**src/rtl/riscv_pkg.sv**
```systemverilog
// Shared core definitions: register-file geometry and the writeback entry payload.
package riscv_pkg;

    localparam int unsigned XLEN       = 32;
    localparam int unsigned REG_ADDR_W = 5;
    localparam int unsigned NUM_REGS   = 32;

    typedef struct packed {
        logic [REG_ADDR_W-1:0] rd;
        logic [XLEN-1:0]       data;
    } wb_entry_t;

endpackage

```
**src/rtl/wb_fifo.sv**
```systemverilog
// Synchronous FIFO of writeback entries with a combinational head.
// Push is ignored when full and pop is ignored when empty.
module wb_fifo
    import riscv_pkg::*;
#(
    parameter int unsigned DEPTH = 4
) (
    input  logic                     clk,
    input  logic                     rst,
    input  logic                     push,
    input  wb_entry_t                push_entry,
    input  logic                     pop,
    output wb_entry_t                head_c,
    output logic                     full_c,
    output logic                     empty_c,
    output logic [$clog2(DEPTH):0]   count
);

    localparam int unsigned PTR_W = $clog2(DEPTH);
    localparam int unsigned CNT_W = PTR_W + 1;

    wb_entry_t          mem [DEPTH];
    logic [PTR_W-1:0]   wr_ptr;
    logic [PTR_W-1:0]   rd_ptr;
    logic               do_push;
    logic               do_pop;

    assign full_c  = (count == CNT_W'(DEPTH));
    assign empty_c = (count == '0);
    assign head_c  = mem[rd_ptr];
    assign do_push = push && !full_c;
    assign do_pop  = pop && !empty_c;

    // Storage needs no reset; occupancy is tracked by the pointers and count.
    always_ff @(posedge clk) begin
        if (do_push) begin
            mem[wr_ptr] <= push_entry;
        end
    end

    always_ff @(posedge clk or posedge rst) begin
        if (rst) begin
            wr_ptr <= '0;
            rd_ptr <= '0;
            count  <= '0;
        end else begin
            if (do_push) begin
                wr_ptr <= wr_ptr + PTR_W'(1);
            end
            if (do_pop) begin
                rd_ptr <= rd_ptr + PTR_W'(1);
            end
            if (do_push && !do_pop) begin
                count <= count + CNT_W'(1);
            end else if (do_pop && !do_push) begin
                count <= count - CNT_W'(1);
            end
        end
    end

endmodule

```
**src/rtl/writeback_arbiter.sv**
```systemverilog
// Register-file write-port arbiter: ALU results win, buffered load results
// drain on ALU-idle cycles; also tracks registers with outstanding loads.
module writeback_arbiter #(
    parameter int unsigned XLEN       = riscv_pkg::XLEN,
    parameter int unsigned FIFO_DEPTH = 4
) (
    input  logic                                clk,
    input  logic                                rst,
    input  logic                                alu_valid,
    input  logic [riscv_pkg::REG_ADDR_W-1:0]    alu_rd,
    input  logic [XLEN-1:0]                     alu_data,
    input  logic                                ld_valid,
    output logic                                ld_ready,
    input  logic [riscv_pkg::REG_ADDR_W-1:0]    ld_rd,
    input  logic [XLEN-1:0]                     ld_data,
    input  logic                                issue_load,
    input  logic [riscv_pkg::REG_ADDR_W-1:0]    issue_rd,
    output logic [riscv_pkg::NUM_REGS-1:0]      busy,
    output logic [$clog2(FIFO_DEPTH):0]         pending_cnt,
    output logic [riscv_pkg::REG_ADDR_W-1:0]    rd,
    output logic [XLEN-1:0]                     rd_data,
    output logic                                reg_write
);

    import riscv_pkg::*;

    wb_entry_t              push_entry;
    wb_entry_t              head;
    logic                   fifo_full;
    logic                   fifo_empty;
    logic                   fifo_push;
    logic                   fifo_pop;
    logic                   alu_sel;
    logic [NUM_REGS-1:0]    busy_nxt;

    wb_fifo #(
        .DEPTH      (FIFO_DEPTH)
    ) u_fifo (
        .clk        (clk),
        .rst        (rst),
        .push       (fifo_push),
        .push_entry (push_entry),
        .pop        (fifo_pop),
        .head_c     (head),
        .full_c     (fifo_full),
        .empty_c    (fifo_empty),
        .count      (pending_cnt)
    );

    assign ld_ready = !fifo_full;

    // Source selection; x0 traffic never reaches the port or the FIFO.
    always_comb begin
        alu_sel    = alu_valid && (alu_rd != '0);
        fifo_push  = ld_valid && ld_ready && (ld_rd != '0);
        fifo_pop   = !alu_sel && !fifo_empty;
        push_entry = '{rd: ld_rd, data: ld_data};
    end

    // Scoreboard update: a new issue overrides a same-cycle writeback clear.
    always_comb begin
        busy_nxt = busy;
        if (fifo_pop) begin
            busy_nxt[head.rd] = 1'b0;
        end
        if (issue_load && (issue_rd != '0)) begin
            busy_nxt[issue_rd] = 1'b1;
        end
        busy_nxt[0] = 1'b0;
    end

    always_ff @(posedge clk or posedge rst) begin
        if (rst) begin
            rd        <= '0;
            rd_data   <= '0;
            reg_write <= 1'b0;
            busy      <= '0;
        end else begin
            busy <= busy_nxt;
            if (alu_sel) begin
                rd        <= alu_rd;
                rd_data   <= alu_data;
                reg_write <= 1'b1;
            end else if (fifo_pop) begin
                rd        <= head.rd;
                rd_data   <= head.data;
                reg_write <= 1'b1;
            end else begin
                reg_write <= 1'b0;
            end
        end
    end

endmodule

```
**config.mk**
```make
export PLATFORM = sky130hd
export DESIGN_NAME = writeback_arbiter
export DESIGN_NICKNAME = d
export VERILOG_FILES = /design/src/rtl/riscv_pkg.sv /design/src/rtl/wb_fifo.sv /design/src/rtl/writeback_arbiter.sv
export SDC_FILE = /design/constraint.sdc
export NUM_CORES = 1
export LEC_CHECK = 0
export ABC_CLOCK_PERIOD_IN_PS = 4500
export BUFFER_PORTS_ARGS = -buffer_cell sky130_fd_sc_hd__buf_2
export CAP_MARGIN = 10
export CORE_ASPECT_RATIO = 0.7
export CORE_MARGIN = 1
export CORE_UTILIZATION = 37
export CTS_BUF_LIST = sky130_fd_sc_hd__clkbuf_8 sky130_fd_sc_hd__clkbuf_16
export CTS_CLUSTER_DIAMETER = 200
export DETAILED_ROUTE_END_ITERATION = 10
export GPL_ROUTABILITY_DRIVEN = 0
export PLACE_DENSITY = 0.55
export SLEW_MARGIN = 20
export SYNTH_ARGS = -nofsm -noshare
export SYNTH_HDL_FRONTEND = slang
export SYNTH_SLANG_ARGS = --single-unit
```
**constraint.sdc**
```tcl
create_clock -name clk -period 4.5 [get_ports clk]
set_input_delay 1.125 -clock clk [delete_from_list [all_inputs] [get_ports clk]]
set_output_delay 1.125 -clock clk [all_outputs]
set_load 0.01 [all_outputs]
```
Word level (Yosys, flattened, before mapping)
Memories as Yosys holds them, arrays and structs flattened.
Index checks and enable logic that the tools add are counted.

word-level totals
  register bits = 76
  bits in latches = 0
  bits in writable memories = 148
  memory bits (read-only) = 0
  input port bits = 84
  output and inout bits = 74
  logic and storage cells = 58
  memories = 1

operators by class
  $add $sub $neg = 4
  multipliers = 0
  div/mod/pow operators = 0
  $lt $le $gt $ge = 4
  equality and inequality tests = 1
  shift operators = 0
  multiplexer cells = 16
  bitwise gates (word level) = 3
  reductions and logical operators = 22

memories
  memory      words  width  read ports  clocked after Yosys merged registers in  wr ports  RTL line       text
  u_fifo.mem  4      37     1           0                                        1         wb_fifo.sv:22  wb_entry_t mem [DEPTH];

operators with widths
  operator                                                           number
  2-to-1 mux 32 bit                                                  4
  bitwise AND 32 bit                                                 1
  inverter 32 bit                                                    1
  bitwise OR 32 bit                                                  1
  nonzero test 5 bit                                                 3
  less-than comparator 5 x 6 -> 1 bit, second input constant         2
  logical AND 1 bit                                                  11
  demux 1 bit (select 5 bit)                                         2
  greater-or-equal comparator 5 x 1 -> 1 bit, second input constant  2
  2-to-1 mux 5 bit                                                   2
  2-to-1 mux 1 bit                                                   6
  2-to-1 mux 3 bit                                                   2
  zero test 1 bit                                                    5
  adder 2 x 1 -> 2 bit, second input constant                        2
  nonzero test 2 bit                                                 2
  adder 3 x 1 -> 3 bit, second input constant                        1
  equality test 3 bit, second input constant                         1
  zero test 3 bit                                                    1
  subtractor 3 x 1 -> 3 bit, second input constant                   1

Longest topological paths before layout
Gate-level depths: netlist of run 1.
An unclocked memory read counts as a cell.

  depth in word-level cells = 10
  mapped depth = 9
  mapped depth without buffers = 9

Cells and area by module
Synthesis of run 1 repeated with hierarchy kept, for this count alone.

second synthesis, totals
  cell total of the unflattened synthesis = 533
  area, all modules = 9311.4 µm²

by module, submodules not included
  module             instances  cells each  area each (µm²)
  wb_fifo            1          229         5753.0
  writeback_arbiter  1          304         3558.4

Worst setup path before layout of run 1
OpenSTA, ideal clock, no wires.

  kind = input to register
  from = input port alu_rd[4] in the netlist's numbering
  to = register u_fifo.count[1]
  setup time = 0.125 ns
  data arrival time = 2.881 ns
  setup slack = 1.494 ns
  cell stages on the path = 7
  cells stage by stage = or3_1 a211o_1 buf_4 ha_1 inv_1 fa_1 mux2_2

on the way
  cells in the longest elaborated chain, start to end = 8
  elaborated cells on any way between the ends = 10
  classes of those cells = mux (1); reduce/logical (9)

RTL lines
  what                                                    RTL line                 text
  start: declaration                                      writeback_arbiter.sv:10  input logic [riscv_pkg::REG_ADDR_W-1:0] alu_rd,
  nonzero test 5 bit *                                    writeback_arbiter.sv:54  alu_sel = alu_valid && (alu_rd != '0);
  logical AND 1 bit *                                     writeback_arbiter.sv:54
  zero test 1 bit *                                       writeback_arbiter.sv:56  fifo_pop = !alu_sel && !fifo_empty;
  logical AND 1 bit *                                     writeback_arbiter.sv:56
  logical AND 1 bit *                                     wb_fifo.sv:32            assign do_pop = pop && !empty_c;
  zero test 1 bit                                         wb_fifo.sv:53            if (do_push && !do_pop) begin
  logical AND 1 bit                                       wb_fifo.sv:53
  2-to-1 mux 3 bit or nonzero test 2 bit (tied branches)  --
  end signal: assignment                                  wb_fifo.sv:54            count <= count + CNT_W'(1);
  end signal: assignment                                  wb_fifo.sv:56            count <= count - CNT_W'(1);
  end: declaration                                        wb_fifo.sv:16            output logic [$clog2(DEPTH):0] count

Every way passes the cells marked *; elsewhere a longest branch is shown, timed or not.
A chain may end at the register's enable or synchronous reset.

Final worst setup path of run 1
Same ends and word-level chain as after synthesis.

==> results of run 1 <==
[synth_stat cells, drive strengths merged, types with 2 or more instances]
master / n / area (sq um)
nand3b: 5 / 37.54
xor2: 3 / 26.28
dfrtp: 76 / 1902
nor2b: 3 / 18.77
a21oi: 56 / 280.3
mux2: 4 / 45.04
mux2i: 38 / 380.4
and2: 5 / 31.28
clkbuf: 6 / 22.52
nand2: 2 / 7.510
edfxtp: 148 / 4444
nor2: 107 / 401.6
mux4: 37 / 833.3
nor3b: 6 / 67.57
or3b: 4 / 35.03
ha: 5 / 62.56
nand3: 3 / 15.01
buf: 25 / 146.4
a31oi: 10 / 62.56
xnor2: 3 / 26.28
or3: 2 / 12.51
nor3: 18 / 95.09
inv: 5 / 18.77
nand2b: 2 / 12.51
[layout make-up]
class | count | area share [%]
sequential | 224 | 58.18
multi-input combinational | 325 | 23.61
timing repair buffer | 162 | 7.749
clock buffer | 25 | 5.525
tap | 318 | 3.645
clock inverter | 16 | 1.089
inverter | 5 | 0.1949
[power by group]
part / total, uW / internal, uW / leakage [uW] / switching [uW]
Sequential: 3170 / 2800 / 0.00224 / 371
Clock: 1810 / 1070 / 0.000383 / 742
Combinational: 2230 / 1020 / 0.00149 / 1210
[registers in the layout (all words and copies together), names as in the netlist]
name	cells
busy	31
rd	5
rd_data	32
reg_write	1
u_fifo.count	3
u_fifo.mem	148
u_fifo.rd_ptr	2
u_fifo.wr_ptr	2
[worst max-delay path, stage by stage]
cell and delay (ps):
buf_2 140, or3_1 440, a211o_1 510, ha_1 320, inv_1 80, fa_1 400
mux2_2 270
[kinds of logic (layout without fill, tap and decap cells)]
group / Yosys count / in the layout / share of synthesized area [%]
adders and majority gates: 6 / 6 / 0.9087
and+or+nand+nor: 160 / 160 / 8.330
muxes: 79 / 79 / 13.85
xor gates and xnor gates: 6 / 6 / 0.5784
buffers and inverters: 36 / 208 / 2.065
other: 1 / 1 / 0.04127
AOI/OAI and AO/OA: 73 / 73 / 4.392
DFF: 224 / 224 / 69.83
[layer usage]
metal  up-vias  share of wire [%]  global-route usage, %
met5         -               0.17                      0
li1       2505                  -                      -
met3        39                6.4                  3.688
met2       191                 46                  26.65
met4         6                2.0                  4.032
met1      2713                 45                  23.60
[through the flow]
stage | util, % | std cells
finish | 45.72 | 1075
global route | 45.72 | 1075
CTS | 45.60 | 1074
detailed placement | 42.57 | 1033
global placement | 42.57 | 1033
floorplan | - | 585
[cells in the final DEF (no fill, tap or decap), types with 2 or more instances in the layout]
cell	count
a21oi_1	56
a31oi_1	10
and2_2	4
buf_2	156
buf_4	5
bufinv_16	2
clkbuf_16	23
clkbuf_8	2
clkinv_1	4
dfrtp_1	74
edfxtp_1	148
ha_1	5
inv_1	12
mux2_2	4
mux2i_1	38
mux4_2	37
nand2_1	2
nand2b_1	2
nand3_1	3
nand3b_1	5
nor2_1	107
nor2b_1	3
nor3_1	16
nor3_2	2
nor3b_1	4
nor3b_4	2
or3_1	2
or3b_2	4
xnor2_1	3
xor2_1	3
[path summary, 6_finish.rpt]
| path | startpoint | to | slack, ps |
|---|---|---|---|
| setup / recovery | alu_rd[4] | u_fifo.count[1] | 1600 |
| hold / removal | busy[17] | busy[17] | 530 |
| setup reg to reg | u_fifo.rd_ptr[0] | busy[4] | 1890 |
| hold reg to reg | busy[17] | busy[17] | 530 |
| max in group asynchronous | rst | rd_data[24] | 2890 |
| min in group asynchronous | rst | busy[30] | 740 |
==> results by group, run 1 <==
Outcome
  – Status: complete, no violations

Pwr
  – Overall Power: 7215 uW
  – Leak: just over 0.004 uW
  – Pwr per Cell Area: 660.9 nW/um^2
  – Worst VDD drop: 261.3 uV

Clock tree
  – CTS buffer count: 23
  – CTS clk-pin slew, worst paths: 60 ps
  – Clk buf depth: 3
  – H-Tree Depth: 1
  – # Post-CTS Setup Buffers: 0
  – Post_cts resized: 0
  – Hold buffer count at CTS: 0
  – Worst skew pair latency: 500 ps
  – TritonCTS clock tree: built
  – Clk Tree Root Cell: clkbuf_16
  – CTS Sinks: 224

Die
  – Die area: 25200 sq um
  – Starting Density: between 30% and 40%
  – Die height: between 100 and 150 um
  – Core region area: 23880 sq um
  – Horiz. Die Dim: ~190 um
  – Row count: 47
  – Num ports: 158

Placed design
  – Placed Area: 10160 sq um
  – Detailed placer's ending HPWL: 13.61 mm
  – Port bufs: 156
  – Worst slack, placed: around 1100 ps

Routing
  – Via count: 5454
  – Pre-antenna DRT Iters: 5
  – Detail-routed net length per standard cell: 19.29 um
  – DR iter-0 viols: 340
  – Vias/cell: 5.073
  – Drt total wl: 20.74 mm
  – # DRC: 0
  – Post-DRT Antenna Nets: 0

Timing
  – Min Clock Period, post-route: 2901 ps
  – Final Setup Violations: 0
  – Final worst slack: ~1600 ps
  – Worst-margin pin slew: between 1000 and 1500 ps
  – Fin crit share: 64.47%
  – Slew HR: 30.25%
  – Setup Skew: 10.57 ps
  – Fmax: between 300 and 400 MHz
  – Fin Hold WS: ~530 ps
  – Final Hold Viols: 0
  – RSZ-0062 raised after global routing: false
  – Total negative setup slack: 0 ps
  – Pins Over Slew Limit: 0

Worst setup path
  – Crit path capture type: flop
  – CP arrival: about 3300 ps
  – Element type at the critical path start: input port
  – FF-to-FF path depth: 4
  – Crit Path Class: input port to flop
  – Worst Path Required: between 4000 and 5000 ps
  – Crit path max fanout: 8

Synthesis
  – Register area share after synthesis: 69.83%
  – Number of flops mapped to enable cells by yosys: approximately 150
  – Syn Nets: 675
  – Top FF cell, synth: edfxtp_1
  – Distinct cells, synth: 42
  – Mapped Avg Cell Area: 15.53 sq um
  – Synthesis Warnings: 0
  – Synthesis-stage register bit count: ~220
  – Post-synth ARST share: approximately 34%
  – Mapped Cells: a little under 600
  – Cell area after synthesis: ~9000 sq um

GRT
  – First-pass GRT wire length: between 30 and 40 mm
  – Total congestion overflow: 0
  – Vias in the first global route: 5671
  – Initial antenna violation count: 3
  – GRT Resource Usage Total: about 17%
  – Pin count of the biggest net entering global routing: 56

Cells and area
  – Layout cells sized above 1: around a third
  – N_diodes: 0
  – Fill count: 2145
  – Final nets: 831
  – Area delta synth->final: 20.12%
  – Area occupied by multi-input gates: 2577 sq um
  – Sequential cell area: ~6400 sq um
  – Final instance area: between 10000 and 15000 sq um

Job
  – Maxcap violations: 0

Min path
  – HP Class: flop to flop
  – Hold depth: 2
Note: power is estimated with default switching activity, not from simulation.
==> inputs of run 2 (changes only) <==
--- a/config.mk
+++ b/config.mk
@@ -5,7 +5,7 @@
 export SDC_FILE = /design/constraint.sdc
 export NUM_CORES = 1
 export LEC_CHECK = 0
-export ABC_CLOCK_PERIOD_IN_PS = 4500
+export ABC_CLOCK_PERIOD_IN_PS = 2500
 export BUFFER_PORTS_ARGS = -buffer_cell sky130_fd_sc_hd__buf_2
 export CAP_MARGIN = 10
 export CORE_ASPECT_RATIO = 0.7
@@ -15,7 +15,7 @@
 export CTS_CLUSTER_DIAMETER = 200
 export DETAILED_ROUTE_END_ITERATION = 10
 export GPL_ROUTABILITY_DRIVEN = 0
-export PLACE_DENSITY = 0.55
+export PLACE_DENSITY = 0.57
 export SLEW_MARGIN = 20
 export SYNTH_ARGS = -nofsm -noshare
 export SYNTH_HDL_FRONTEND = slang
==> constraint.sdc (replaced) <==
create_clock -name clk -period 2.5 [get_ports clk]
set_input_delay 0.625 -clock clk [delete_from_list [all_inputs] [get_ports clk]]
set_output_delay 0.625 -clock clk [all_outputs]
set_load 0.01 [all_outputs]
==> run 2 against run 1 <==
Against the previous run:
- cell area rose by 3.6%
- clock skew about the same
- highest routed layer is now met4
- sequential share of layout area down 2.0 points
- critical path type is now flop to flop
- non-clock buffer count up 28
- sequential cell count unchanged
- sequential power is 73% higher
==> results by group, run 2 (synthesis results as in run 1) <==
Clock tree
  – # Post-CTS Setup Buffers: 0 (unchanged)
  – Post_cts resized: 0 (unchanged)
  – CTS Sinks: 224 (unchanged)
  – CTS buffer count: 24 (+4.3%)
  – H-Tree Depth: 1 (unchanged)
  – Hold buffer count at CTS: 0 (unchanged)
  – CTS clk-pin slew, worst paths: 60 ps (about the same)
  – TritonCTS clock tree: built
  – Clk buf depth: 3 (unchanged)
  – Worst skew pair latency: 510 ps (about the same)
  – Clk Tree Root Cell: clkbuf_16

Die
  – Starting Density: 38.06% (unchanged)
  – Horiz. Die Dim: 189.3 um (unchanged)
  – Die area: 25200 sq um (unchanged)
  – Row count: 47 (unchanged)
  – Core region area: 23880 sq um (unchanged)
  – Num ports: 158 (unchanged)
  – Die height: 133.1 um (unchanged)

Pwr
  – Sequential power share: 41.0% (-3.0 points)
  – Net Switching: 4229 uW (+82%)
  – Worst VDD drop: 515.0 uV (+97%)
  – Pwr per Cell Area: 1185 nW/um^2 (+79%)
  – Combinational cell fraction of total power: 33.0% (+2.1 points)
  – Sw Share: 31.58% (-0.65 points)
  – Internal cell power: 9161 uW (+87%)
  – Clock Power Share: 25.9% (+0.8 points)
  – Overall Power: 13390 uW (+86%)
  – Leak: 0.004322 uW (+5.1%)

Timing
  – Fmax: 451.8 MHz
  – Pins Over Slew Limit: 0 (unchanged)
  – Fin crit share: 88.54%
  – Worst-margin pin slew: 712.3 ps (-333.9 ps)
  – Slew HR: 52.51% (+22 points)
  – Final worst slack: 286.4 ps (-1313 ps)
  – Min Clock Period, post-route: 2214 ps
  – Final Setup Violations: 0 (unchanged)
  – Final Hold Viols: 0 (unchanged)
  – RSZ-0062 raised after global routing: false
  – Setup Skew: 10.17 ps (-0.4014 ps)

Worst setup path
  – Reg-to-reg setup timing slack: 290 ps (-1600 ps)
  – CP arrival: 2590 ps (-690 ps)
  – Crit Reg-Reg Endpoint: busy[24]
  – FF-to-FF path depth: 4 (unchanged)
  – Worst Path Required: 2880 ps (-2000 ps)
  – Crit path max fanout: 11 (+3)
  – Crit path capture type: flop
  – RR Startpoint: u_fifo.rd_ptr[0]
  – Element type at the critical path start: flop
  – Crit Path Class: flop to flop

Cells and area
  – Final nets: 860 (+3.5%)
  – Area delta synth->final: 24.38%
  – Commonest non-fill, non-tap cell in the layout: buf_2
  – Final instance area: 11300 sq um (+3.6%)
  – Largest regs: u_fifo.mem x148, rd_data x32, busy x31
  – Most frequent cells in the layout: buf_2 (156), edfxtp_1 (148), nor2_1 (107)
  – Fill count: 2126 (-0.89%)
  – Post-layout util: 47.34% (+1.6 points)
  – Layout cells sized above 1: 35.91% (+3.2 points)
  – Number of flip-flops in the largest register: 148 (unchanged)
  – Register bank with the most flops: u_fifo.mem

GRT
  – Initial antenna violation count: 2 (-1)
  – Vias in the first global route: 5699 (+0.49%)
  – Pin count of the biggest net entering global routing: 77 (+38%)
  – First-pass GRT wire length: 31.36 mm (-2.6%)
  – GRT Resource Usage Total: 16.15% (-0.63 points)
  – Total congestion overflow: 0 (unchanged)

Routing
  – Detail-routed net length per standard cell: 18.04 um (-6.5%)
  – DR iter-0 viols: 345 (+1.5%)
  – Post-DRT Antenna Nets: 0 (unchanged)
  – Pre-antenna DRT Iters: 5 (unchanged)
  – # DRC: 0 (unchanged)
  – Vias/cell: 5.003 (-1.4%)
  – Drt total wl: 19.97 mm (-3.7%)
  – Via count: 5538 (+1.5%)

Placed design
  – Worst slack, placed: -207.8 ps (-1321 ps)
  – Placed Area: 10510 sq um (+3.4%)
  – Detailed placer's ending HPWL: 13.39 mm (-1.7%)
  – Port bufs: 156 (unchanged)

Min path
  – HP Class: input port to async pin

Outcome
  – Status: complete, no violations

Job
  – Maxcap violations: 0 (unchanged)
## run 2: cell count changes in the layout (fill, tap and decap cells not counted), sizes merged
cell and change:
buf +28, clkbuf +2, clkinv +1, clkinvlp +1, diode +1, inv -1
## run 2: worst max path at each step
stage / end / start / slack, ps / depth (start not counted)
2_1_floorplan: u_fifo.count[1] / alu_rd[4] / 10 / 7
3_3_place_gp: u_fifo.count[1] / alu_rd[4] / -170 / 7
3_5_place_dp: u_fifo.count[1] / alu_rd[4] / -210 / 7
4_1_cts: u_fifo.count[1] / alu_rd[4] / 330 / 7
5_1_grt: busy[24] / u_fifo.rd_ptr[0] / 150 / 4
6_report: busy[24] / u_fifo.rd_ptr[0] / 290 / 4
## run 2: worst max-delay path, cell delays in order (launching register included)
cell      delay (ps)
dfrtp_2          580
mux4_2           700
nand2b_1         340
nor3b_1          350
a21oi_1          120
## run 2: cell type report
cell class | count | area [sq um] | share of cell area, %
clock inverters | 17 | 140.1 | 1.240
flip-flops and latches | 224 | 6349 | 56.17
repair buffers | 190 | 1161 | 10.27
multi-input cells | 325 | 2577 | 22.80
diodes | 1 | 2.502 | 0.02214
inverters | 5 | 22.52 | 0.1992
clock buffers | 27 | 653.1 | 5.778
well taps | 318 | 397.9 | 3.520
## run 2: power groups by stage
stage	Sequential [uW]	Combinational (uW)	Clock (uW)
2_1_floorplan	5700	2700	0
3_3_place_gp	5510	4410	0
3_5_place_dp	5570	4490	0
4_1_cts	5510	4510	3560
5_1_grt	5600	4860	3690
6_report	5490	4420	3470
## run 2: layer usage
| metal | track usage [%] | share of wire [%] | vias to the layer above |
|---|---|---|---|
| met4 | 3.629 | 1.8 | 0 |
| li1 | - | - | 2575 |
| met2 | 25.80 | 46 | 179 |
| met5 | 0 | 0 | - |
| met1 | 22.64 | 45 | 2752 |
| met3 | 3.583 | 6.5 | 32 |
## run 2: through the flow
stage | hold slack, ps | cells | setup TNS (ps)
floorplan | 533.9 | 585 | 0
CTS | 246.7 | 1106 | 0
global placement | 510.6 | 1062 | -186.9
detailed placement | 520.8 | 1062 | -260.1
finish | 241.7 | 1107 | 0
global route | 277.2 | 1106 | 0
